### config.mk
export PLATFORM = sky130hd
export DESIGN_NAME = tinyalu_arbiter_flat
export DESIGN_NICKNAME = d
export VERILOG_FILES = /design/src/rtl/tinyalu_arbiter_if.sv /design/src/rtl/tinyalu_arbiter.sv /design/src/flat_wrapper.sv
export SDC_FILE = /design/constraint.sdc
export NUM_CORES = 1
export LEC_CHECK = 0
export CAP_MARGIN = 20
export CORE_MARGIN = 4
export CORE_UTILIZATION = 45
export CTS_BUF_LIST = sky130_fd_sc_hd__clkbuf_8
export CTS_CLUSTER_SIZE = 40
export DETAILED_ROUTE_END_ITERATION = 6
export PLACE_DENSITY = 0.94
export SYNTH_ARGS = -nofsm -noshare
export SYNTH_HDL_FRONTEND = slang
export SYNTH_SLANG_ARGS = --single-unit
### constraint.sdc
create_clock -name clk -period 3.5 [get_ports clk]
set_input_delay 0.7 -clock clk [delete_from_list [all_inputs] [get_ports clk]]
set_output_delay 0.7 -clock clk [all_outputs]
set_load 0.05 [all_outputs]
### src/rtl/tinyalu_arbiter_if.sv
// Requester/response bus plus the ALU handshake shared by the arbiter and its environment.
// slave is the arbiter's view; master is the view of the requesters and the ALU together.
interface tinyalu_arbiter_if #(
  parameter int N_REQ = 4
);
  logic [N_REQ-1:0]   req_valid;
  logic [8*N_REQ-1:0] req_A;
  logic [8*N_REQ-1:0] req_B;
  logic [3*N_REQ-1:0] req_op;
  logic [N_REQ-1:0]   req_ready;
  logic [N_REQ-1:0]   rsp_valid;
  logic [15:0]        rsp_result;
  logic               rsp_err;
  logic [7:0]         alu_A;
  logic [7:0]         alu_B;
  logic [2:0]         alu_op;
  logic               alu_start;
  logic               alu_done;
  logic [15:0]        alu_result;

  modport slave (
    input  req_valid, req_A, req_B, req_op, alu_done, alu_result,
    output req_ready, rsp_valid, rsp_result, rsp_err, alu_A, alu_B, alu_op, alu_start
  );

  modport master (
    output req_valid, req_A, req_B, req_op, alu_done, alu_result,
    input  req_ready, rsp_valid, rsp_result, rsp_err, alu_A, alu_B, alu_op, alu_start
  );
endinterface

### src/rtl/tinyalu_arbiter.sv
// Round-robin arbiter that shares one TinyALU among N_REQ requesters, one operation at a time,
// with a cycle-count timeout that reports an error instead of hanging on a dead ALU.
module tinyalu_arbiter #(
  parameter int N_REQ   = 4,
  parameter int TIMEOUT = 15
) (
  input  logic             clk,
  input  logic             reset,
  tinyalu_arbiter_if.slave bus
);
  localparam int IW = (N_REQ > 1) ? $clog2(N_REQ) : 1;
  localparam int CW = $clog2(TIMEOUT + 1);
  localparam logic [IW:0]   NREQ_W   = (IW + 1)'(N_REQ);
  localparam logic [IW-1:0] LAST_IDX = IW'(N_REQ - 1);
  localparam logic [CW-1:0] CNT_LAST = CW'(TIMEOUT - 1);

  localparam logic [1:0] ST_IDLE = 2'd0;
  localparam logic [1:0] ST_BUSY = 2'd1;
  localparam logic [1:0] ST_RESP = 2'd2;

  logic [1:0]    state_reg, state_next;
  logic [IW-1:0] ptr_reg, ptr_next;
  logic [IW-1:0] gnt_reg, gnt_next;
  logic [7:0]    a_reg, a_next;
  logic [7:0]    b_reg, b_next;
  logic [2:0]    op_reg, op_next;
  logic [15:0]   result_reg, result_next;
  logic          err_reg, err_next;
  logic [CW-1:0] cnt_reg, cnt_next;

  logic [7:0]    a_arr  [N_REQ];
  logic [7:0]    b_arr  [N_REQ];
  logic [2:0]    op_arr [N_REQ];
  logic [IW-1:0] rr_idx [N_REQ];
  logic [N_REQ-1:0] sel_oh;
  logic [N_REQ-1:0] gnt_oh;
  logic          found;
  logic [IW-1:0] sel;
  logic          sel_is_alu_op;

  genvar gi;
  generate
    for (gi = 0; gi < N_REQ; gi++) begin : g_req
      logic [IW:0] sum;
      assign a_arr[gi]  = bus.req_A[8*gi +: 8];
      assign b_arr[gi]  = bus.req_B[8*gi +: 8];
      assign op_arr[gi] = bus.req_op[3*gi +: 3];
      // Search order starts at ptr and wraps modulo N_REQ.
      assign sum        = {1'b0, ptr_reg} + (IW + 1)'(gi);
      assign rr_idx[gi] = (sum >= NREQ_W) ? IW'(sum - NREQ_W) : IW'(sum);
      assign sel_oh[gi] = (sel == IW'(gi));
      assign gnt_oh[gi] = (gnt_reg == IW'(gi));
    end
  endgenerate

  always_comb begin
    found = 1'b0;
    sel   = ptr_reg;
    for (int k = 0; k < N_REQ; k++) begin
      if (!found && bus.req_valid[rr_idx[k]]) begin
        found = 1'b1;
        sel   = rr_idx[k];
      end
    end
  end

  // Opcodes 101..111 fall through to the no_op path like 000.
  assign sel_is_alu_op = (op_arr[sel] != 3'b000) && (op_arr[sel] <= 3'b100);

  always_comb begin
    state_next  = state_reg;
    ptr_next    = ptr_reg;
    gnt_next    = gnt_reg;
    a_next      = a_reg;
    b_next      = b_reg;
    op_next     = op_reg;
    result_next = result_reg;
    err_next    = err_reg;
    cnt_next    = cnt_reg;
    case (state_reg)
      ST_IDLE: begin
        if (found) begin
          gnt_next = sel;
          a_next   = a_arr[sel];
          b_next   = b_arr[sel];
          op_next  = op_arr[sel];
          cnt_next = '0;
          if (sel_is_alu_op) begin
            state_next = ST_BUSY;
          end else begin
            result_next = 16'h0000;
            err_next    = 1'b0;
            state_next  = ST_RESP;
          end
        end
      end
      ST_BUSY: begin
        if (bus.alu_done) begin
          result_next = bus.alu_result;
          err_next    = 1'b0;
          state_next  = ST_RESP;
        end else if (cnt_reg == CNT_LAST) begin
          result_next = 16'h0000;
          err_next    = 1'b1;
          state_next  = ST_RESP;
        end else begin
          cnt_next = cnt_reg + CW'(1);
        end
      end
      ST_RESP: begin
        ptr_next   = (gnt_reg == LAST_IDX) ? '0 : gnt_reg + IW'(1);
        state_next = ST_IDLE;
      end
      default: state_next = ST_IDLE;
    endcase
  end

  always_ff @(posedge clk) begin
    if (reset) begin
      state_reg  <= ST_IDLE;
      ptr_reg    <= '0;
      gnt_reg    <= '0;
      a_reg      <= 8'h00;
      b_reg      <= 8'h00;
      op_reg     <= 3'b000;
      result_reg <= 16'h0000;
      err_reg    <= 1'b0;
      cnt_reg    <= '0;
    end else begin
      state_reg  <= state_next;
      ptr_reg    <= ptr_next;
      gnt_reg    <= gnt_next;
      a_reg      <= a_next;
      b_reg      <= b_next;
      op_reg     <= op_next;
      result_reg <= result_next;
      err_reg    <= err_next;
      cnt_reg    <= cnt_next;
    end
  end

  // The ALU sees zeros outside BUSY, so start always drops for the RESP cycle.
  assign bus.req_ready  = (state_reg == ST_IDLE && found) ? sel_oh : '0;
  assign bus.rsp_valid  = (state_reg == ST_RESP) ? gnt_oh : '0;
  assign bus.rsp_result = (state_reg == ST_RESP) ? result_reg : 16'h0000;
  assign bus.rsp_err    = (state_reg == ST_RESP) ? err_reg : 1'b0;
  assign bus.alu_start  = (state_reg == ST_BUSY);
  assign bus.alu_A      = (state_reg == ST_BUSY) ? a_reg : 8'h00;
  assign bus.alu_B      = (state_reg == ST_BUSY) ? b_reg : 8'h00;
  assign bus.alu_op     = (state_reg == ST_BUSY) ? op_reg : 3'b000;
endmodule

### src/flat_wrapper.sv
// flat-port wrapper written by rule: the top's interface ports become plain ports
module tinyalu_arbiter_flat 
#(
  parameter int N_REQ   = 4,
  parameter int TIMEOUT = 15
)
  (clk, reset, bus_req_valid, bus_req_A, bus_req_B, bus_req_op, bus_alu_done, bus_alu_result, bus_req_ready, bus_rsp_valid, bus_rsp_result, bus_rsp_err, bus_alu_A, bus_alu_B, bus_alu_op, bus_alu_start);
  tinyalu_arbiter_if #(.N_REQ(N_REQ)) bus_i ();
  input  logic clk;
  input  logic reset;
  input wire logic [$bits(bus_i.req_valid)-1:0] bus_req_valid;
  input wire logic [$bits(bus_i.req_A)-1:0] bus_req_A;
  input wire logic [$bits(bus_i.req_B)-1:0] bus_req_B;
  input wire logic [$bits(bus_i.req_op)-1:0] bus_req_op;
  input wire logic [$bits(bus_i.alu_done)-1:0] bus_alu_done;
  input wire logic [$bits(bus_i.alu_result)-1:0] bus_alu_result;
  output wire logic [$bits(bus_i.req_ready)-1:0] bus_req_ready;
  output wire logic [$bits(bus_i.rsp_valid)-1:0] bus_rsp_valid;
  output wire logic [$bits(bus_i.rsp_result)-1:0] bus_rsp_result;
  output wire logic [$bits(bus_i.rsp_err)-1:0] bus_rsp_err;
  output wire logic [$bits(bus_i.alu_A)-1:0] bus_alu_A;
  output wire logic [$bits(bus_i.alu_B)-1:0] bus_alu_B;
  output wire logic [$bits(bus_i.alu_op)-1:0] bus_alu_op;
  output wire logic [$bits(bus_i.alu_start)-1:0] bus_alu_start;
  assign bus_i.req_valid = bus_req_valid;
  assign bus_i.req_A = bus_req_A;
  assign bus_i.req_B = bus_req_B;
  assign bus_i.req_op = bus_req_op;
  assign bus_i.alu_done = bus_alu_done;
  assign bus_i.alu_result = bus_alu_result;
  assign bus_req_ready = bus_i.req_ready;
  assign bus_rsp_valid = bus_i.rsp_valid;
  assign bus_rsp_result = bus_i.rsp_result;
  assign bus_rsp_err = bus_i.rsp_err;
  assign bus_alu_A = bus_i.alu_A;
  assign bus_alu_B = bus_i.alu_B;
  assign bus_alu_op = bus_i.alu_op;
  assign bus_alu_start = bus_i.alu_start;
  tinyalu_arbiter #(.N_REQ(N_REQ), .TIMEOUT(TIMEOUT)) u_core (.clk(clk), .reset(reset), .bus(bus_i));
endmodule
==> results.json <==
{
  "area_growth_pct": 59.7,
  "syn_nets": 518,
  "drt-pass1-iter-count": 4,
  "start_kind": "primary input",
  "grt_setup_unrepaired": "no",
  "dieArea_um2": 7670,
  "cts.path.max_buffers": 2,
  "syn_area_um2": 2850,
  "critical_path_class": "in2out",
  "synthCells": 413,
  "drt_drc_violations_left": 0,
  "cp.buffers_inverters": 2,
  "dp_slack_ns": 0.0382,
  "clock_latency_ns": 0.30,
  "n_antenna_cell": 0,
  "coreArea_um2": 6030,
  "num-fill-cells": 440,
  "drt_wl_total_mm": 9.41,
  "cp-end-kind": "output port",
  "critPathArrivalTime_ns": 2.64,
  "maxSlewHeadroom_pct": 60.0,
  "wl_per_cell_um": 15.1,
  "ys_warn_count": 0,
  "leakage_uw": 0.00178,
  "ant_nets": 0,
  "syn-mean-instance-area_um2": 6.90,
  "port_buffers": 143,
  "grt_overflow": 0,
  "grt_pass1_vias": 3408,
  "period_share_pct": 95.5,
  "start_util_pct": 47.3,
  "maxCapViolations": 0,
  "p_per_area_nw_per_um2": 579,
  "drive_gt1_share_pct": 5.48,
  "place_congestion": 0.824,
  "clkTransAtPathRegs_ns": 0.09,
  "io_pins": 144,
  "antenna_found_initial": 0,
  "tightestPinTransition_ns": 0.594,
  "required_ns": 2.80,
  "fin_worst_skew_ns": 0.00495,
  "power.total_uw": 2640,
  "cts_sinks": 46,
  "slowest_stage": "clkdlybuf4s50_1",
  "die_height_um": 87.6,
  "grt.total_usage_pct": 25.1,
  "setup_ws_ns": 0.158,
  "cts_max_level": 2,
  "num_rows": 28,
  "fmax_mhz": 299,
  "peakVddDrop_mv": 0.355,
  "vias_per_cell": 5.42,
  "grt_pass1_wl_mm": 15.4,
  "drt_iter0_drc": 191,
  "cts_tree": "done",
  "nets": 651,
  "clock-root-buffer": "clkbuf_8",
  "setup_viol": 0,
  "crit_chain": "clkdlybuf4s50_1 -> nor2b_1 -> a2111oi_4 -> nor2_2 -> nor3_2 -> buf_12",
  "drv_slew": 0,
  "critical_path.top_delay_family": "buffers and inverters",
  "ys_seq_area_share_pct": 32.3,
  "vias": 3369,
  "status": "finished clean",
  "hold_viol": 0,
  "fin_crit_ns": 3.34,
  "hp-class": "reg2reg",
  "ys_seq_elements": 46,
  "tns_ns": 0,
  "place_hpwl_mm": 7.00,
  "die_x_um": 87.6,
  "ys_types": 38,
  "slowest_delay_ns": 0.61,
  "grt_max_degree": 33,
  "largest_reg_flops": 16,
  "cts-buffers-inserted": 5,
  "crit_fanout": 7,
  "fin_util_pct": 75.5
}
==> report_power, final <==
part	switching, µW	total, µW	internal (µW)
Combinational	856	1400	549
Sequential	79.6	743	663
Clock	183	488	305
Total	1120	2640	1520
==> repair_timing <==
| action | 4_1_cts | 5_1_grt |
|---|---|---|
| resized for setup | 0 | 1 |
| hold buffers | 0 | 0 |
| endpoints found under the setup margin | 0 | 1 |
| buffers inserted | 0 | 0 |
==> routing by layer <==
metal / GRT usage, % / share of wire (%) / up-vias
met5: 0 / 0 / -
met1: 27.7 / 39 / 1510
li1: - / - / 1649
met4: 11.6 / 3.9 / 0
met2: 44.0 / 47 / 173
met3: 7.53 / 10 / 37
==> final timing paths <==
path / slack (ns) / to / cells after the start / startpoint
max: 0.16 / bus_req_ready[2] / 6 / bus_req_valid[3]
min: 0.46 / u_core.a_reg[2] / 2 / u_core.a_reg[2]
max reg2reg: 0.71 / u_core.result_reg[0] / 7 / u_core.ptr_reg[1]
min reg2reg: 0.46 / u_core.a_reg[2] / 2 / u_core.a_reg[2]
==> area by class of cell <==
type | count | area (µm²) | area share [%]
inverter | 6 | 22.5 | 0.495
clock buffer | 6 | 82.6 | 1.82
timing repair buffer | 154 | 1570 | 34.4
multi-input combinational | 333 | 1800 | 39.6
clock inverter | 2 | 60.1 | 1.32
sequential | 46 | 921 | 20.2
tap | 75 | 93.8 | 2.06
==> metrics by stage <==
step	instance area, µm²	std cells	hold WS, ns
6_report	4550	622	0.456
5_1_grt	4550	622	0.476
4_1_cts	4540	622	0.455
3_5_place_dp	4400	614	0.443
3_3_place_gp	4400	614	0.437
2_1_floorplan	2850	413	0.432
==> cell usage in the layout (no fill, tap or decap), drive strengths merged, types with 9 or more instances in the layout <==
master,instances
buf,15
o21ai,25
nand3,56
nand2,103
nor2,15
nor3,9
dfxtp,46
nand3b,17
a21oi,24
and2,41
clkdlybuf4s50,139
==> worst register-to-register path, cell delays in order, from the launching register on <==
cell and delay (ns):
dfxtp_1 0.39, nor2b_1 0.21, a2111oi_4 0.57, nor3_1 0.10, o21ai_0 0.51, nand4_1 0.23
mux2i_4 0.46, o21ai_0 0.18
==> Yosys cell counts (all sizes together) <==
| cell | instances | area (µm²) |
|---|---|---|
| nor3 | 9 | 50.1 |
| and2 | 41 | 257 |
| a2111o | 1 | 11.3 |
| o21ai | 25 | 125 |
| dfxtp | 46 | 921 |
| nand2 | 103 | 387 |
| a21o | 1 | 7.51 |
| a211oi | 2 | 15.0 |
| o21ba | 1 | 10.0 |
| mux2i | 3 | 42.5 |
| a21oi | 24 | 120 |
| o22ai | 2 | 12.5 |
| nor2 | 15 | 56.3 |
| a211o | 1 | 8.76 |
| a2111oi | 1 | 27.5 |
| and2b | 1 | 7.51 |
| nand2b | 3 | 18.8 |
| ha | 6 | 75.1 |
| o21a | 1 | 7.51 |
| and3 | 4 | 25.0 |
| nor3b | 1 | 7.51 |
| o211a | 1 | 10.0 |
| nand3 | 56 | 280 |
| o211ai | 1 | 7.51 |
| a311o | 1 | 10.0 |
| a31oi | 1 | 6.26 |
| clkbuf | 26 | 97.6 |
| buf | 2 | 12.5 |
| o22a | 1 | 10.0 |
| xnor2 | 4 | 35.0 |
| inv | 6 | 22.5 |
| nand4 | 1 | 6.26 |
| nor2b | 5 | 31.3 |
| nand3b | 17 | 128 |
==> logic make-up after synthesis <==
group / synth area share (%)
xor gates and xnor gates: 1.23
DFF: 32.3
buffers and inverters: 4.65
adders and majority gates: 2.63
AOI/OAI and AO/OA: 13.7
and+or+nand+nor: 44.0
muxes: 1.49
(Power assumes the default switching activity.)
